[src/rtl/reg_file_rd_pkg.sv]
// reg_file_rd_pkg -- shared constants and types for the register file with
// a handshaked, registered two-port read path.
//   DEFAULT_DW : default register / data bus width
//   DEFAULT_AW : default address width (2**AW registers)
//   state_t    : read-controller FSM encoding (IDLE=0, RESP=1)
package reg_file_rd_pkg;

  localparam int DEFAULT_DW = 8;
  localparam int DEFAULT_AW = 3;

  typedef enum logic {
    IDLE = 1'b0,
    RESP = 1'b1
  } state_t;

endpackage : reg_file_rd_pkg

[src/rtl/reg_file_rd_reg_en.sv]
// reg_en -- W-bit register with load enable and synchronous active-high reset.
// Used both for register-file storage and for the read-data output registers.
//   clk : clock, rising edge
//   rst : synchronous reset, active-high, clears q to zero
//   en  : load enable; q takes d on the rising edge when set
//   d   : next value
//   q   : registered value
module reg_en #(
  parameter int W = 8
) (
  input  logic         clk,
  input  logic         rst,
  input  logic         en,
  input  logic [W-1:0] d,
  output logic [W-1:0] q
);

  // NOTE: sequential state uses non-blocking assignments so every flop
  // samples pre-edge values, independent of block evaluation order.
  always_ff @(posedge clk) begin
    if (rst) begin
      q <= '0;
    end else if (en) begin
      q <= d;
    end
  end

endmodule : reg_en

[src/rtl/reg_file_rd.sv]
// reg_file_rd -- 2**AW x DW register file, one write port and one handshaked
// dual-address read port with one-cycle latency and write-to-read bypass.
//   clk, rst          : clock; synchronous active-high reset
//   we, waddr, wdata  : write port; writes to address 0 are dropped
//   req_valid/ready   : read request handshake; raddr_a/raddr_b sampled on accept
//   rsp_valid/ready   : read response handshake; rdata_a/rdata_b held while stalled
module reg_file_rd
  import reg_file_rd_pkg::*;
#(
  parameter int DW = DEFAULT_DW,
  parameter int AW = DEFAULT_AW
) (
  input  logic          clk,
  input  logic          rst,
  input  logic          we,
  input  logic [AW-1:0] waddr,
  input  logic [DW-1:0] wdata,
  input  logic          req_valid,
  output logic          req_ready,
  input  logic [AW-1:0] raddr_a,
  input  logic [AW-1:0] raddr_b,
  output logic          rsp_valid,
  input  logic          rsp_ready,
  output logic [DW-1:0] rdata_a,
  output logic [DW-1:0] rdata_b
);

  localparam int NREGS = 2 ** AW;

  state_t        state;
  logic          accept;
  logic          wr_live;
  logic [DW-1:0] regs [NREGS];
  logic [DW-1:0] next_a;
  logic [DW-1:0] next_b;

  // Register 0 is hardwired; it has no storage at all.
  assign regs[0] = '0;

  // NOTE: the storage array is reset on purpose: a reset must leave every
  // register reading zero, so each entry is a resettable flop, not a RAM.
  for (genvar i = 1; i < NREGS; i++) begin : g_store
    reg_en #(.W(DW)) u_reg (
      .clk (clk),
      .rst (rst),
      .en  (we && (waddr == AW'(i))),
      .d   (wdata),
      .q   (regs[i])
    );
  end

  // A new request may enter whenever the output slot is empty or being drained.
  assign req_ready = (state == IDLE) || rsp_ready;
  assign accept    = req_valid && req_ready;
  assign rsp_valid = (state == RESP);

  // A same-cycle write to the addressed register is forwarded so the response
  // reflects the value the register holds after this edge.
  assign wr_live = we && (waddr != '0);
  assign next_a  = (wr_live && (waddr == raddr_a)) ? wdata : regs[raddr_a];
  assign next_b  = (wr_live && (waddr == raddr_b)) ? wdata : regs[raddr_b];

  reg_en #(.W(DW)) u_rdata_a (
    .clk (clk),
    .rst (rst),
    .en  (accept),
    .d   (next_a),
    .q   (rdata_a)
  );

  reg_en #(.W(DW)) u_rdata_b (
    .clk (clk),
    .rst (rst),
    .en  (accept),
    .d   (next_b),
    .q   (rdata_b)
  );

  // In RESP an accept implies rsp_ready, so the slot is refilled as it drains.
  always_ff @(posedge clk) begin
    if (rst) begin
      state <= IDLE;
    end else begin
      case (state)
        IDLE:    if (accept) state <= RESP;
        RESP:    if (rsp_ready && !accept) state <= IDLE;
        default: state <= IDLE;
      endcase
    end
  end

endmodule : reg_file_rd

[config.mk]
export PLATFORM = sky130hd
export DESIGN_NAME = reg_file_rd
export DESIGN_NICKNAME = d
export VERILOG_FILES = /design/src/rtl/reg_file_rd_pkg.sv /design/src/rtl/reg_file_rd_reg_en.sv /design/src/rtl/reg_file_rd.sv
export SDC_FILE = /design/constraint.sdc
export NUM_CORES = 1
export LEC_CHECK = 0
export BUFFER_PORTS_ARGS = -buffer_cell sky130_fd_sc_hd__buf_2
export CORE_AREA = 2 2 90 92
export DETAILED_ROUTE_END_ITERATION = 10
export DIE_AREA = 0 0 92 94
export GPL_TIMING_DRIVEN = 0
export PLACE_DENSITY = 0.7
export SLEW_MARGIN = 20
export SYNTH_ARGS = -nofsm -noshare
export SYNTH_HDL_FRONTEND = slang
export SYNTH_SLANG_ARGS = --single-unit
export TNS_END_PERCENT = 20
[constraint.sdc]
create_clock -name clk -period 1.6 [get_ports clk]
set_input_delay 0 -clock clk [delete_from_list [all_inputs] [get_ports clk]]
set_output_delay 0 -clock clk [all_outputs]
set_load 0.01 [all_outputs]
==> flow_metrics.env, run 1 <==
export IMPL_hold_ws_ns=0.0388
export IMPL_dp_hpwl_um=8440
export IMPL_layout_nets=507
export IMPL_p_total_w=0.00410
export IMPL_clock_skew_final_ns=0.0206
export IMPL_ys_types=40
export IMPL_drive_gt1_share_pct=17.1
export IMPL_reg2reg_depth=4
export IMPL_max_freq_mhz=655
export IMPL_pin_count=40
export IMPL_start_util_pct=49.0
export IMPL_drtIter0Drc=383
export IMPL_rr_endpoint="u_rdata_a.q[7]$_SDFFE_PP0P_"
export IMPL_syn_to_final_growth_pct=14.1
export IMPL_clockRootBuffer="clkbuf_8"
export IMPL_whs_endpoint="g_store[5].u_reg.q[7]$_SDFFE_PP0P_"
export IMPL_cts_tree="yes"
export IMPL_avgSynthCellArea_sq_um=8.37
export IMPL_max_stage_delay_ns=0.46
export IMPL_crit_path_top_delay_cell="a221oi_1"
export IMPL_tns_ns=0
export IMPL_synth_seq_area_share_pct=39.2
export IMPL_postLayoutCellArea_sq_um=4250
export IMPL_antenna_found_initial=0
export IMPL_die_area_sq_um=8650
export IMPL_ant_nets=0
export IMPL_crit_chain="mux2_2 > a221oi_1 > a221o_1 > o221ai_1"
export IMPL_syn_cell_area_sq_um=3720
export IMPL_io_buffers=27
export IMPL_p_leak_nw=1.60
export IMPL_grt_pass1_wl_um=19000
export IMPL_fin_crit_ns=1.53
export IMPL_r2r_start="g_store[2].u_reg.q[7]$_SDFFE_PP0P_"
export IMPL_nFillCells=718
export IMPL_fp_dieW_um=92
export IMPL_synth_nets=467
export IMPL_maxSlewHeadroom_pct=28.1
export IMPL_htreeDepth=3
export IMPL_ys_warnings_count=0
export IMPL_wl_um=12300
export IMPL_dieHeight_um=94
export IMPL_drc=0
export IMPL_final_setup_viol_count=0
export IMPL_rows=32
export IMPL_synthCells=445
export IMPL_synth_edf_count=0
export IMPL_multi_input_area_sq_um=2040
export IMPL_grt_pass1_vias=3479
export IMPL_worstHoldPathType="in2reg"
export IMPL_critical_path_top_delay_family="compound AO/OA/AOI/OAI gates"
export IMPL_timing_hold_worst_start="wdata[7]"
export IMPL_grt_ovfl_total=0
export IMPL_grtUsageTotal_pct=29.8
export IMPL_required_ns=1.81
export IMPL_cts_made_buffers=9
export IMPL_worstMarginPinSlew_ns=1.07
export IMPL_cts_buffer_depth=2
export IMPL_holdPathStages=3
export IMPL_crit_type="reg2reg"
export IMPL_max_vdd_ir_drop_mv=0.496
export IMPL_rsz0062_at_grt="yes"
export IMPL_core_sq_um=7610
export IMPL_slew_violations=0
export IMPL_clk_latency_ns=0.37
export IMPL_grt_start_max_net_pins=15
export IMPL_critical_path_max_fanout=3
export IMPL_async_flop_share_pct=0
export IMPL_max_cap_viol_count=0
export IMPL_ys_flop_type="dfxtp_1"
export IMPL_clkTransAtPathRegs_ns=0.09
export IMPL_status="finished clean"
export IMPL_diodes=0
export IMPL_vias_per_cell=6.07
export IMPL_cp_num_buf_inv=0
export IMPL_finalCritPeriodShare_pct=95.4
export IMPL_p_per_area_nw_per_um2=965
export IMPL_seq_area_sq_um=1460
export IMPL_setup_worst_path_end_class="flop"
export IMPL_vias=3591
export IMPL_place_gp_congestion=0.953
export IMPL_arrival_ns=1.74
export IMPL_dr_pass1_iters=5
export IMPL_hold_violations=0
export IMPL_postPlaceCellArea_sq_um=3990
export IMPL_synth_seq_cells=73
export IMPL_cts_sinks=73
export IMPL_startpoint_type="flop"
export IMPL_r2r_slack_ns=0.07
export IMPL_wl_per_cell_um=20.7
-- cells in the mapped netlist (2+ instances only) --
cell type | number | area (sq um)
xnor2_1 | 4 | 35.0
nand2_1 | 133 | 499
mux2_2 | 13 | 146
mux2_1 | 3 | 33.8
and2_1 | 4 | 25.0
clkbuf_1 | 9 | 33.8
nand3_1 | 5 | 25.0
a221o_1 | 16 | 160
xor2_1 | 2 | 17.5
o21ai_0 | 3 | 15.0
dfxtp_1 | 73 | 1460
buf_1 | 8 | 30.0
inv_1 | 10 | 37.5
a21oi_1 | 58 | 290
mux4_2 | 3 | 67.6
nor2b_1 | 6 | 37.5
buf_4 | 3 | 22.5
mux2i_1 | 26 | 260
nor3_1 | 2 | 10.0
buf_6 | 4 | 45.0
nand4_1 | 2 | 12.5
nor2_1 | 7 | 26.3
a221oi_1 | 13 | 114
nand2b_1 | 3 | 18.8
buf_2 | 7 | 35.0
o221ai_1 | 14 | 123
-- state kept, by name, summed over array words and instances (netlist names) --
signal and count:
u_rdata_a.q 8, rsp_valid 1, u_rdata_b.q 8, g_store.u_reg.q 56
-- timing repair --
action / 4_1_cts / 5_1_grt
setup endpoints to repair: 10 / 11
hold buffers: 2 / 0
resized for setup: 1 / 6
buffers inserted: 0 / 0
endpoints found under the hold margin: 1 / 0
-- metal layers --
metal	GRT usage, %	vias up	part of all wire (%)
met3	5.86	43	7.9
li1	-	1658	-
met4	18.3	0	5.0
met2	47.3	166	45
met1	37.5	1724	42
met5	0	-	0
-- area by class of cell --
class	count	share of cell area, %
Sequential cell	73	34.4
Tap cell	102	3.00
Multi-Input combinational cell	328	47.9
Inverter	10	0.883
Clock buffer	9	2.91
Buffer	34	4.95
Clock inverter	7	2.33
Timing Repair Buffer	29	3.65
-- tightest hold or removal path, stage by stage --
cell,delay (ns)
buf_1,0.20
nand2_1,0.11
a21oi_1,0.06
-- metrics by stage --
stage | utilization [%] | instances | setup WS, ns
6_report | 55.9 | 592 | 0.0738
5_1_grt | 55.9 | 592 | -0.00571
4_1_cts | 55.7 | 592 | 0.0213
3_5_place_dp | 52.4 | 574 | -0.162
3_3_place_gp | 52.4 | 574 | -0.124
2_1_floorplan | - | 445 | 0.178
-- cells by family after synthesis --
logic type	synth area share, %
DFF	39.2
muxes	13.6
xor gates and xnor gates	1.41
buffers and inverters	6.55
AOI/OAI and AO/OA	20.4
and+or+nand+nor	18.7
-- cell usage in the layout (no fill, tap or decap), types with 2 or more instances in the layout --
cell           synthesis  routed
a21oi_1               58      57
o221ai_1              14      14
nand4_1                2       2
a221o_1               16      16
inv_1                 10      10
buf_6                  4       4
dlygate4sd3_1          0       2
buf_1                  8       8
buf_4                  3       4
buf_2                  7      33
dfxtp_1               73      73
clkbuf_1               9       8
bufinv_16              0       2
and2_1                 4       4
o21ai_0                3       3
nor2_1                 7       7
nand2b_1               3       3
nand2_1              133     133
nand3_1                5       5
mux4_2                 3       3
mux2i_1               26      26
xnor2_1                4       4
mux2_2                13      13
clkbuf_2               1       2
inv_6                  0       3
nor3_1                 2       2
xor2_1                 2       2
nor2b_1                6       6
a221oi_1              13      12
mux2_1                 3       3
clkbuf_8               0       9
-- worst max-delay path by stage --
stage / to / slack [ns] / depth (start not counted) / startpoint
final: u_rdata_a.q[7]$_SDFFE_PP0P_ / 0.07 / 4 / g_store[2].u_reg.q[7]$_SDFFE_PP0P_
after global routing: u_rdata_a.q[2]$_SDFFE_PP0P_ / -0.006 / 5 / rsp_valid$_SDFF_PP0_
after CTS: u_rdata_a.q[4]$_SDFFE_PP0P_ / 0.02 / 5 / rsp_valid$_SDFF_PP0_
after detailed placement: u_rdata_b.q[5]$_SDFFE_PP0P_ / -0.16 / 5 / rsp_valid$_SDFF_PP0_
after global placement: u_rdata_b.q[5]$_SDFFE_PP0P_ / -0.12 / 5 / rsp_valid$_SDFF_PP0_
after floorplan: u_rdata_a.q[0]$_SDFFE_PP0P_ / 0.18 / 5 / rsp_valid$_SDFF_PP0_
-- power breakdown --
group	switching [W]	internal, W	total, W
logic	0.000341	0.000201	0.000542
registers	0.0000366	0.00187	0.00191
clock network	0.000763	0.000891	0.00165
total	0.00114	0.00296	0.00410
No activity file was read; power rests on OpenSTA's default activity.
==> run 2: changes to the inputs <==
CTS_BUF_LIST = sky130_fd_sc_hd__clkbuf_16   (was default)
==> run 2 against run 1 <==
Against the previous run:
- cell area rose by 2.5%
- core utilization rose by 1.4 points
- critical path depth did not move
- clock-buffer cell count did not move
- die area did not move
- routed wire length rose by 0.91%
- first-iteration DRC count fell by 2.6%
- global-route usage barely moved
- sequential cell count did not move
- worst setup slack got worse by 0.041 ns
- via count rose by 0.86%
- critical endpoint is now u_rdata_b.q[7]$_SDFFE_PP0P_
- highest routed layer unchanged
==> flow_metrics.env, run 2 (same netlist as run 1, synthesis figures left out) <==
export IMPL_wl_per_cell_um=20.9
export IMPL_required_ns=1.81
export IMPL_grt_pass1_wl_um=19200
export IMPL_vias_per_cell=6.12
export IMPL_clock_skew_final_ns=0.0106
export IMPL_vias=3622
export IMPL_startpoint_type="flop"
export IMPL_wl_um=12400
export IMPL_dr_pass1_iters=7
export IMPL_start_util_pct=49.0
export IMPL_clk_latency_ns=0.34
export IMPL_crit_path_top_delay_cell="a221oi_1"
export IMPL_drive_gt1_share_pct=17.3
export IMPL_post_cts_buffers=0
export IMPL_reg_top3="g_store.u_reg.q (56), u_rdata_a.q (8), u_rdata_b.q (8)"
export IMPL_critical_path_top_delay_family="compound AO/OA/AOI/OAI gates"
export IMPL_largest_reg_flops=56
export IMPL_rows=32
export IMPL_antenna_found_initial=0
export IMPL_place_gp_congestion=0.953
export IMPL_worstMarginPinSlew_ns=1.11
export IMPL_grt_start_max_net_pins=15
export IMPL_finalCritPeriodShare_pct=98.0
export IMPL_die_area_sq_um=8650
export IMPL_postLayoutCellArea_sq_um=4360
export IMPL_io_buffers=27
export IMPL_fp_dieW_um=92
export IMPL_place_inst=574
export IMPL_grt_ovfl_total=0
export IMPL_crit_chain="mux2_2 > a221oi_1 > a221o_1 > o221ai_1"
export IMPL_startpoint="g_store[1].u_reg.q[7]$_SDFFE_PP0P_"
export IMPL_diodes=0
export IMPL_max_vdd_ir_drop_mv=0.594
export IMPL_setup_ws_ns=0.0326
export IMPL_cts_made_buffers=9
export IMPL_mostFrequentLayoutCells="nand2_1 (133), dfxtp_1 (73), a21oi_1 (57)"
export IMPL_final_setup_viol_count=0
export IMPL_htreeDepth=3
export IMPL_core_sq_um=7610
export IMPL_p_per_area_nw_per_um2=1070
export IMPL_slew_violations=0
export IMPL_final_common_cell="nand2_1"
export IMPL_grtUsageTotal_pct=29.8
export IMPL_p_leak_nw=1.65
export IMPL_ant_nets=0
export IMPL_worstHoldPathType="in2reg"
export IMPL_max_stage_delay_ns=0.54
export IMPL_r2r_start="g_store[1].u_reg.q[7]$_SDFFE_PP0P_"
export IMPL_rsz0062_at_grt="no"
export IMPL_fin_cells=592
export IMPL_pin_count=40
export IMPL_timing_hold_worst_start="wdata[2]"
export IMPL_drc=0
export IMPL_syn_to_final_growth_pct=17.0
export IMPL_clockRootBuffer="clkbuf_16"
export IMPL_postPlaceCellArea_sq_um=3990
export IMPL_maxSlewHeadroom_pct=25.2
export IMPL_max_cap_viol_count=0
export IMPL_cts_sinks=73
export IMPL_cp_num_buf_inv=0
export IMPL_fin_crit_ns=1.57
export IMPL_critical_path_max_fanout=3
export IMPL_largest_register="g_store.u_reg.q"
export IMPL_layout_nets=507
export IMPL_setup_worst_path_end_class="flop"
export IMPL_status="finished clean"
export IMPL_cts_tree="yes"
export IMPL_dp_hpwl_um=8440
export IMPL_grt_pass1_vias=3527
export IMPL_cts_buffer_depth=2
export IMPL_clkTransAtPathRegs_ns=0.06
export IMPL_max_freq_mhz=638
export IMPL_arrival_ns=1.78
export IMPL_crit_type="reg2reg"
export IMPL_nFillCells=702
export IMPL_drtIter0Drc=373
export IMPL_tns_ns=0
export IMPL_hold_violations=0
export IMPL_pre_cts_ws_ns=-0.162
export IMPL_dieHeight_um=94
-- run 2: cell counts in the layout (fill, tap and decap cells not counted) --
No cell type changed its count.
-- run 2: final cells by class --
class / count / area [sq um] / area share (%)
well taps: 102 / 128 / 2.93
clock buffers: 9 / 225 / 5.17
repair buffers: 29 / 155 / 3.56
clock inverters: 7 / 98.8 / 2.27
flip-flops and latches: 73 / 1460 / 33.5
plain buffers: 34 / 210 / 4.82
multi-input cells: 328 / 2040 / 46.9
inverters: 10 / 37.5 / 0.861
-- run 2: stage by stage --
| step | utilization (%) | power, W | hold WS, ns |
|---|---|---|---|
| floorplan | - | 0.00229 | 0.134 |
| global placement | 52.4 | 0.00246 | 0.278 |
| detailed placement | 52.4 | 0.00247 | 0.289 |
| CTS | 57.0 | 0.00464 | 0.0688 |
| global route | 57.3 | 0.00479 | 0.0923 |
| finish | 57.3 | 0.00466 | 0.0688 |
-- run 2: path summary, 6_finish.rpt --
kind                                              to  slack [ns]  depth (start not counted)
hold reg to reg          u_rdata_a.q[6]$_SDFFE_PP0P_        0.46                          2
setup / recovery         u_rdata_b.q[7]$_SDFFE_PP0P_        0.03                          4
hold / removal    g_store[6].u_reg.q[2]$_SDFFE_PP0P_        0.07                          3
setup reg to reg         u_rdata_b.q[7]$_SDFFE_PP0P_        0.03                          4
-- run 2: timing repair --
action,4_1_cts,5_1_grt
endpoints found under the hold margin,1,0
pin swaps,0,0
setup endpoints to repair,10,11
gates resized for setup,1,7
hold buffers,2,0
-- run 2: routing by layer --
| layer | wire length [um] | global-route usage, % | part of all wire, % | up-vias |
|---|---|---|---|---|
| met4 | 534 | 16.4 | 4.3 | 0 |
| met5 | 0 | 0 | 0 | - |
| met2 | 5750 | 47.9 | 46 | 193 |
| met1 | 5180 | 38.0 | 42 | 1731 |
| met3 | 907 | 5.30 | 7.3 | 42 |
| li1 | - | - | - | 1656 |
-- run 2: power breakdown --
part | total, W | internal, W | switching (W)
sequential | 0.00191 | 0.00187 | 0.0000371
combinational | 0.000544 | 0.000201 | 0.000343
clock | 0.00220 | 0.00138 | 0.000824
-- run 2: worst min-delay path, cell delays in order --
cell and delay (ns):
buf_1 0.20, nand2_1 0.10, a21oi_1 0.06
